==> src/rtl/hazard_pkg.sv <==
// Shared types and defaults for the pipeline hazard controller.
// Control bundle helpers give the canonical output patterns per situation.
package hazard_pkg;

  typedef enum logic [2:0] {
    RUN      = 3'd0,
    MEM_WAIT = 3'd1,
    DRAIN    = 3'd2,
    HALT     = 3'd3
  } hz_state_t;

  localparam logic [4:0] REG_ZERO = 5'd0;
  localparam int MEM_TIMEOUT_DEF  = 16;
  localparam int DRAIN_CYCLES_DEF = 3;

  typedef struct packed {
    logic pcEn;
    logic ifidEn;
    logic ifidFlush;
    logic idexEn;
    logic idexFlush;
    logic exmemEn;
    logic exmemFlush;
    logic memwbBubble;
  } hz_ctrl_t;

  function automatic hz_ctrl_t ctrlRun();
    hz_ctrl_t c;
    c = '0;
    c.pcEn = 1'b1;
    c.ifidEn = 1'b1;
    c.idexEn = 1'b1;
    c.exmemEn = 1'b1;
    return c;
  endfunction

  function automatic hz_ctrl_t ctrlFreeze();
    hz_ctrl_t c;
    c = '0;
    c.memwbBubble = 1'b1;
    return c;
  endfunction

  function automatic hz_ctrl_t ctrlReset();
    hz_ctrl_t c;
    c = '0;
    c.ifidFlush = 1'b1;
    c.idexFlush = 1'b1;
    c.exmemFlush = 1'b1;
    c.memwbBubble = 1'b1;
    return c;
  endfunction

  function automatic hz_ctrl_t ctrlBranch();
    hz_ctrl_t c;
    c = ctrlRun();
    c.ifidFlush = 1'b1;
    c.idexFlush = 1'b1;
    c.exmemFlush = 1'b1;
    return c;
  endfunction

  function automatic hz_ctrl_t ctrlHalt();
    hz_ctrl_t c;
    c = '0;
    c.ifidFlush = 1'b1;
    c.memwbBubble = 1'b1;
    return c;
  endfunction

  // The halting instruction itself still enters EX on the first cycle.
  function automatic hz_ctrl_t ctrlDrain(input logic first);
    hz_ctrl_t c;
    c = ctrlRun();
    c.pcEn = 1'b0;
    c.ifidFlush = 1'b1;
    c.idexFlush = ~first;
    return c;
  endfunction

endpackage

==> src/rtl/load_use_detect.sv <==
// Load-use comparator: a load in EX feeding a source of the ID instruction.
// r0 is hardwired to zero and never creates a dependency.
module load_use_detect
  import hazard_pkg::*;
(
  input  logic       exMemRead,
  input  logic [4:0] exRd,
  input  logic [4:0] idRs1,
  input  logic [4:0] idRs2,
  input  logic       idUsesRs2,
  output logic       hazard
);

  assign hazard = exMemRead
    && (exRd != REG_ZERO)
    && ((exRd == idRs1)
      || (idUsesRs2 && (exRd == idRs2)));

endmodule

==> src/rtl/pipeline_hazard_ctrl.sv <==
// Stall/flush sequencer driving PC and pipeline-buffer enables/flushes.
// Optional performance counters enabled by defining PIPE_PERF_CNT_EN.
module pipeline_hazard_ctrl
  import hazard_pkg::*;
#(
  parameter int MEM_TIMEOUT  = MEM_TIMEOUT_DEF,
  parameter int DRAIN_CYCLES = DRAIN_CYCLES_DEF,
  parameter int CNT_W        = 32
) (
  input  logic             clk_div,
  input  logic             rst,
  input  logic [4:0]       id_rs1,
  input  logic [4:0]       id_rs2,
  input  logic             id_uses_rs2,
  input  logic             ex_mem_read,
  input  logic [4:0]       ex_rd,
  input  logic             mem_branch_taken,
  input  logic             mem_access,
  input  logic             mem_ready,
  input  logic             halt_req,
  output logic             pc_en,
  output logic             ifid_en,
  output logic             ifid_flush,
  output logic             idex_en,
  output logic             idex_flush,
  output logic             exmem_en,
  output logic             exmem_flush,
  output logic             memwb_bubble,
  output logic [2:0]       state,
  output logic             halted,
  output logic             mem_err,
  output logic [CNT_W-1:0] stall_count,
  output logic [CNT_W-1:0] flush_count
);

  localparam int TW = $clog2(MEM_TIMEOUT + 1);
  localparam int DW = $clog2(DRAIN_CYCLES + 1);

  hz_state_t curState, nxtState;
  logic [TW-1:0] tmoCnt, nxtTmo;
  logic [DW-1:0] drainCnt, nxtDrain;
  logic fromDrain, nxtFromDrain;
  logic memErr, nxtErr;
  hz_ctrl_t ctrl, ctrlOut;

  logic luHazard;
  logic memWait;
  logic drainLast;
  logic tmoLast;
  logic doWait, doBr, doHalt, doLu;

  load_use_detect uLud (
    .exMemRead (ex_mem_read),
    .exRd      (ex_rd),
    .idRs1     (id_rs1),
    .idRs2     (id_rs2),
    .idUsesRs2 (id_uses_rs2),
    .hazard    (luHazard)
  );

  assign memWait   = mem_access & ~mem_ready;
  assign drainLast = drainCnt >= DW'(DRAIN_CYCLES - 1);
  assign tmoLast   = tmoCnt >= TW'(MEM_TIMEOUT - 1);

  assign doWait = memWait;
  assign doBr   = mem_branch_taken & ~memWait;
  assign doHalt = halt_req & ~mem_branch_taken & ~memWait;
  assign doLu   = luHazard & ~halt_req
                & ~mem_branch_taken & ~memWait;

  // Next-state, counter updates and per-state control pattern.
  always_comb begin
    nxtState     = curState;
    nxtTmo       = tmoCnt;
    nxtDrain     = drainCnt;
    nxtFromDrain = fromDrain;
    nxtErr       = memErr;
    ctrl         = ctrlRun();
    unique case (curState)
      RUN: begin
        unique case (1'b1)
          doWait: begin
            ctrl = ctrlFreeze();
            nxtState = MEM_WAIT;
            nxtTmo = TW'(1);
            nxtFromDrain = 1'b0;
          end
          doBr: ctrl = ctrlBranch();
          doHalt: begin
            nxtState = DRAIN;
            nxtDrain = '0;
          end
          doLu: begin
            ctrl.pcEn = 1'b0;
            ctrl.ifidEn = 1'b0;
            ctrl.idexFlush = 1'b1;
          end
          default: ;
        endcase
      end
      MEM_WAIT: begin
        if (!mem_ready) begin
          ctrl = ctrlFreeze();
          if (tmoLast) begin
            nxtErr = 1'b1;
            nxtState = HALT;
          end else begin
            nxtTmo = tmoCnt + 1'b1;
          end
        end else if (fromDrain) begin
          ctrl = ctrlDrain(drainCnt == '0);
          nxtDrain = drainCnt + 1'b1;
          nxtState = drainLast ? HALT : DRAIN;
        end else begin
          ctrl = ctrlRun();
          nxtState = RUN;
        end
      end
      DRAIN: begin
        if (memWait) begin
          ctrl = ctrlFreeze();
          nxtState = MEM_WAIT;
          nxtTmo = TW'(1);
          nxtFromDrain = 1'b1;
        end else if (mem_branch_taken) begin
          ctrl = ctrlBranch();
          nxtState = RUN;
        end else begin
          ctrl = ctrlDrain(drainCnt == '0);
          nxtDrain = drainCnt + 1'b1;
          nxtState = drainLast ? HALT : DRAIN;
        end
      end
      HALT: ctrl = ctrlHalt();
      default: begin
        ctrl = ctrlHalt();
        nxtState = HALT;
      end
    endcase
  end

  // Sequencer state, drain/timeout counters and sticky error.
  always_ff @(posedge clk_div or negedge rst) begin
    if (!rst) begin
      curState  <= RUN;
      tmoCnt    <= '0;
      drainCnt  <= '0;
      fromDrain <= 1'b0;
      memErr    <= 1'b0;
    end else begin
      curState  <= nxtState;
      tmoCnt    <= nxtTmo;
      drainCnt  <= nxtDrain;
      fromDrain <= nxtFromDrain;
      memErr    <= nxtErr;
    end
  end

  assign ctrlOut = rst ? ctrl : ctrlReset();

  assign pc_en        = ctrlOut.pcEn;
  assign ifid_en      = ctrlOut.ifidEn;
  assign ifid_flush   = ctrlOut.ifidFlush;
  assign idex_en      = ctrlOut.idexEn;
  assign idex_flush   = ctrlOut.idexFlush;
  assign exmem_en     = ctrlOut.exmemEn;
  assign exmem_flush  = ctrlOut.exmemFlush;
  assign memwb_bubble = ctrlOut.memwbBubble;

  assign state   = curState;
  assign halted  = curState == HALT;
  assign mem_err = memErr;

`ifdef PIPE_PERF_CNT_EN
  logic [CNT_W-1:0] stallCnt, flushCnt;

  // Stall cycles outside HALT and taken-branch flushes; wrap silently.
  always_ff @(posedge clk_div or negedge rst) begin
    if (!rst) begin
      stallCnt <= '0;
      flushCnt <= '0;
    end else begin
      if (!ctrl.pcEn && curState != HALT)
        stallCnt <= stallCnt + 1'b1;
      if (ctrl.exmemFlush)
        flushCnt <= flushCnt + 1'b1;
    end
  end

  assign stall_count = stallCnt;
  assign flush_count = flushCnt;
`else
  assign stall_count = '0;
  assign flush_count = '0;
`endif

endmodule

==> config.mk <==
export PLATFORM = sky130hd
export DESIGN_NAME = pipeline_hazard_ctrl
export DESIGN_NICKNAME = d
export VERILOG_FILES = /design/src/rtl/hazard_pkg.sv /design/src/rtl/load_use_detect.sv /design/src/rtl/pipeline_hazard_ctrl.sv
export SDC_FILE = /design/constraint.sdc
export NUM_CORES = 1
export LEC_CHECK = 0
export ABC_AREA = 1
export CORE_MARGIN = 8
export CORE_UTILIZATION = 60
export CTS_BUF_LIST = sky130_fd_sc_hd__clkbuf_4
export DETAILED_ROUTE_END_ITERATION = 10
export DONT_BUFFER_PORTS = 1
export HOLD_SLACK_MARGIN = 0.15
export PLACE_DENSITY = 0.9
export SLEW_MARGIN = 20
export SYNTH_ARGS = -nofsm -noshare
export SYNTH_HDL_FRONTEND = slang
export SYNTH_SLANG_ARGS = --single-unit
==> constraint.sdc <==
create_clock -name clk_div -period 1.7 [get_ports clk_div]
set_input_delay 0.17 -clock clk_div [delete_from_list [all_inputs] [get_ports clk_div]]
set_output_delay 0.17 -clock clk_div [all_outputs]
set_load 0.02 [all_outputs]
==> results by group <==
Clock tree
  • Clk slew on worst S/H paths: 70 ps
  • Max H-tree Level: 1
  • Sink Count: 11
  • CTS tree: done
  • CTS root buffer: clkbuf_4
  • Later-pin clock latency in the skew report: 270 ps
  • CTS Buf Count: 3
  • Longest Clk Path Bufs: 2

Routing
  • DR DRC count: 0
  • Routed vias/inst: 4.69
  • DR pass1 iterations: 4
  • Via count: 1,506
  • Drt initial violations: 87
  • Post-route ant nets: 0
  • DR WL/cell: 14.3 um
  • Final Routed Wirelength: 4580 um

Timing
  • Final Max Tran Viols: 0
  • RSZ-0062 raised after global routing: yes
  • Tcrit/Tclk final: 1.08
  • Max_slew headroom: 0.656
  • Clock Skew: 5.68 ps
  • Fmax: 543 MHz
  • Setup violations, final: 15
  • Fin crit period: 1840 ps
  • Final Hold Vio Count: 0
  • Actual slew at the worst max-slew pin: 514 ps
  • Post-route setup slack: -143 ps

Status
  • Failing checks: negative setup slack
  • Outcome: finished with violations

Global routing
  • Vias in the first global route: 1,370
  • First-pass GRT wire length: 6150 um
  • Congestion Overflow GR: 0
  • Largest net degree at the start of global routing: 12
  • Initial antenna violation count: 0
  • Total GRT Usage: 0.171

Critical path
  • Worst path required time: 1530 ps
  • Crit path buf inv count: 4
  • Worst EP arrival: 1670 ps
  • WS Path Type: reg -> out
  • Crit Path Max Fanout: 4
  • CP Capture Type: output pin
  • Crit-path slowest cell: dfrtp_1
  • Crit-path cells: inv_2 > ha_4 > inv_4 > nor2_4 > buf_4 > nand2_2 > a21oi_2 > buf_4
  • Largest delay share family, worst path: buffers and inverters
  • CP Launch Type: flop
  • Worst path max stage delay: 430 ps
  • Most used cell, CP: buf_4

Yosys
  • Top cell type's share of synthesized area: 0.299
  • Asr flop ratio synth: 1.00
  • Most frequent cell after synthesis: buf_4
  • Top post-synthesis cells by count: buf_4 (66), nand2_1 (59), inv_1 (35)
  • Flip-flop and latch count after synthesis: 11
  • Seq/Total Area, Yosys: 0.166
  • Post-synth EDFFs: 0
  • Synth top area cells: buf_4 (30%), dfrtp_1 (17%), nand2_1 (13%)
  • Mapped cell area: 0.00166 mm^2
  • Leading area contributor after synthesis: buf_4
  • YS warnings: 0
  • Post-synth top flop: dfrtp_1
  • Mapped Avg Cell Area: 6.58 um^2
  • Post-Synthesis Cells: 252
  • Netlist cell types: 28

Run
  • Max_cap viols: 0

Pwr
  • Switching power: 265 uW
  • Combinational Power Share: 0.303
  • Worst VDD drop: 0.353 mV
  • Sequential share of power: 0.401
  • Leak: 1.12 nW
  • Clock network power share: 0.295
  • Pwr dens: 348 mW/mm^2
  • Power Internal: 393 uW
  • Total power draw: 659 uW
  • Switch share: 0.403

Die
  • Chip width: 68.6 um
  • Starting Density: 0.617
  • Rows: 19
  • I/O Pins: 100
  • Die height: 68.6 um
  • Core area: 0.00269 mm^2
  • Die area: 0.00470 mm^2

Placed design
  • RePlAce Congestion: 0.967
  • PortBufs: 0
  • Detailed Place HPWL: 3100 um

Final layout
  • Fin nets: 323
  • Layout cells sized above 1: 0.297
  • Core Util, Final: 0.706
  • Area growth syn-to-layout: 14.3%
  • N_diodes: 0

Min path
  • HP Class: in -> reg
[flip-flops by register name, indices dropped and copies added (netlist names)]
| signal | cells |
|---|---|
| fromDrain | 1 |
| mem_err | 1 |
| state | 2 |
| drainCnt | 2 |
| tmoCnt | 5 |
[through the flow]
| step | cells | cell area (um^2) | setup slack (ps) | hold WS [ps] | TNS, ps |
|---|---|---|---|---|---|
| after floorplan | 316 | 1910 | 12.3 | -126 | 0 |
| after global placement | 291 | 1540 | 37.4 | -125 | 0 |
| after detailed placement | 291 | 1540 | -85.7 | -125 | -118 |
| after CTS | 312 | 1780 | -71.4 | 220 | -623 |
| after global routing | 321 | 1900 | -240 | 272 | -2790 |
| final | 321 | 1900 | -143 | 251 | -1250 |
[worst min-delay path, stage by stage]
cell and delay (ps):
inv_2 30, nand2_1 160, o21bai_1 110
[layout make-up]
class,instances,area (um^2)
Clock buffer,4,30.0
Fill cell,220,791
Inverter,42,168
Multi-Input combinational cell,197,1080
Sequential cell,11,275
Tap cell,31,38.8
Timing Repair Buffer,36,300
[placed cells by master (no fill, tap or decap), drive strengths merged]
| cell type | netlist | layout |
|---|---|---|
| nand3 | 7 | 7 |
| buf | 66 | 35 |
| dlygate4sd3 | 0 | 1 |
| nor2 | 21 | 21 |
| nand2 | 63 | 63 |
| a21oi | 9 | 9 |
| dfrtp | 11 | 11 |
| o2111ai | 1 | 1 |
| nand4 | 3 | 3 |
| nor3 | 1 | 1 |
| o22ai | 1 | 1 |
| ha | 9 | 9 |
| inv | 42 | 42 |
| clkbuf | 0 | 4 |
| conb | 1 | 65 |
| o21bai | 1 | 1 |
| o21ai | 14 | 14 |
| nand3b | 1 | 1 |
| xnor2 | 1 | 1 |
[routing by layer]
layer / part of all wire / global-route usage
met5: 0 / 0
met4: 0.042 / 0.105
met2: 0.53 / 0.310
met3: 0.11 / 0.0372
met1: 0.31 / 0.174
[cells by family after synthesis]
kind of cell,synth area share
XOR/XNOR,0.00528
AND/OR/NAND/NOR,0.257
buffers and inverters,0.399
flip-flops,0.166
adder cells (fa/ha/maj),0.0679
AO/OA/AOI/OAI,0.103
other,0.00226
[path summary, 6_finish.rpt]
check                                            from                 endpoint  slack, ps  depth (start not counted)
max in group asynchronous                         rst  drainCnt[0]$_DFFE_PN0P_       1040                          1
min in group asynchronous                         rst    fromDrain$_DFFE_PN0P_        310                          1
worst max register to register   state[0]$_DFFE_PN0P_     state[0]$_DFFE_PN0P_       -110                         12
worst max-delay path             state[0]$_DFFE_PN0P_                  ifid_en       -140                          8
worst min-delay path                        mem_ready      mem_err$_DFFE_PN0P_        250                          3
worst min register to register  tmoCnt[1]$_DFFE_PN0P_    tmoCnt[1]$_DFFE_PN0P_        540                          2
[repair_timing]
| item | 4_1_cts | 5_1_grt |
|---|---|---|
| resized for setup | 25 | 15 |
| endpoints found under the hold margin | 11 | 0 |
| hold buffers | 1 | 0 |
| buffers inserted | 16 | 11 |
| endpoints found under the setup margin | 11 | 17 |
| pin swaps | 10 | 13 |
[power groups by stage]
stage / clock network, mW / logic, mW / registers (mW)
after global routing: 0.208 / 0.217 / 0.264
after detailed placement: 0 / 0.182 / 0.269
final: 0.195 / 0.200 / 0.264
after global placement: 0 / 0.180 / 0.269
after CTS: 0.202 / 0.191 / 0.264
after floorplan: 0 / 0.289 / 0.269
Power figures use the tool's default switching activity.
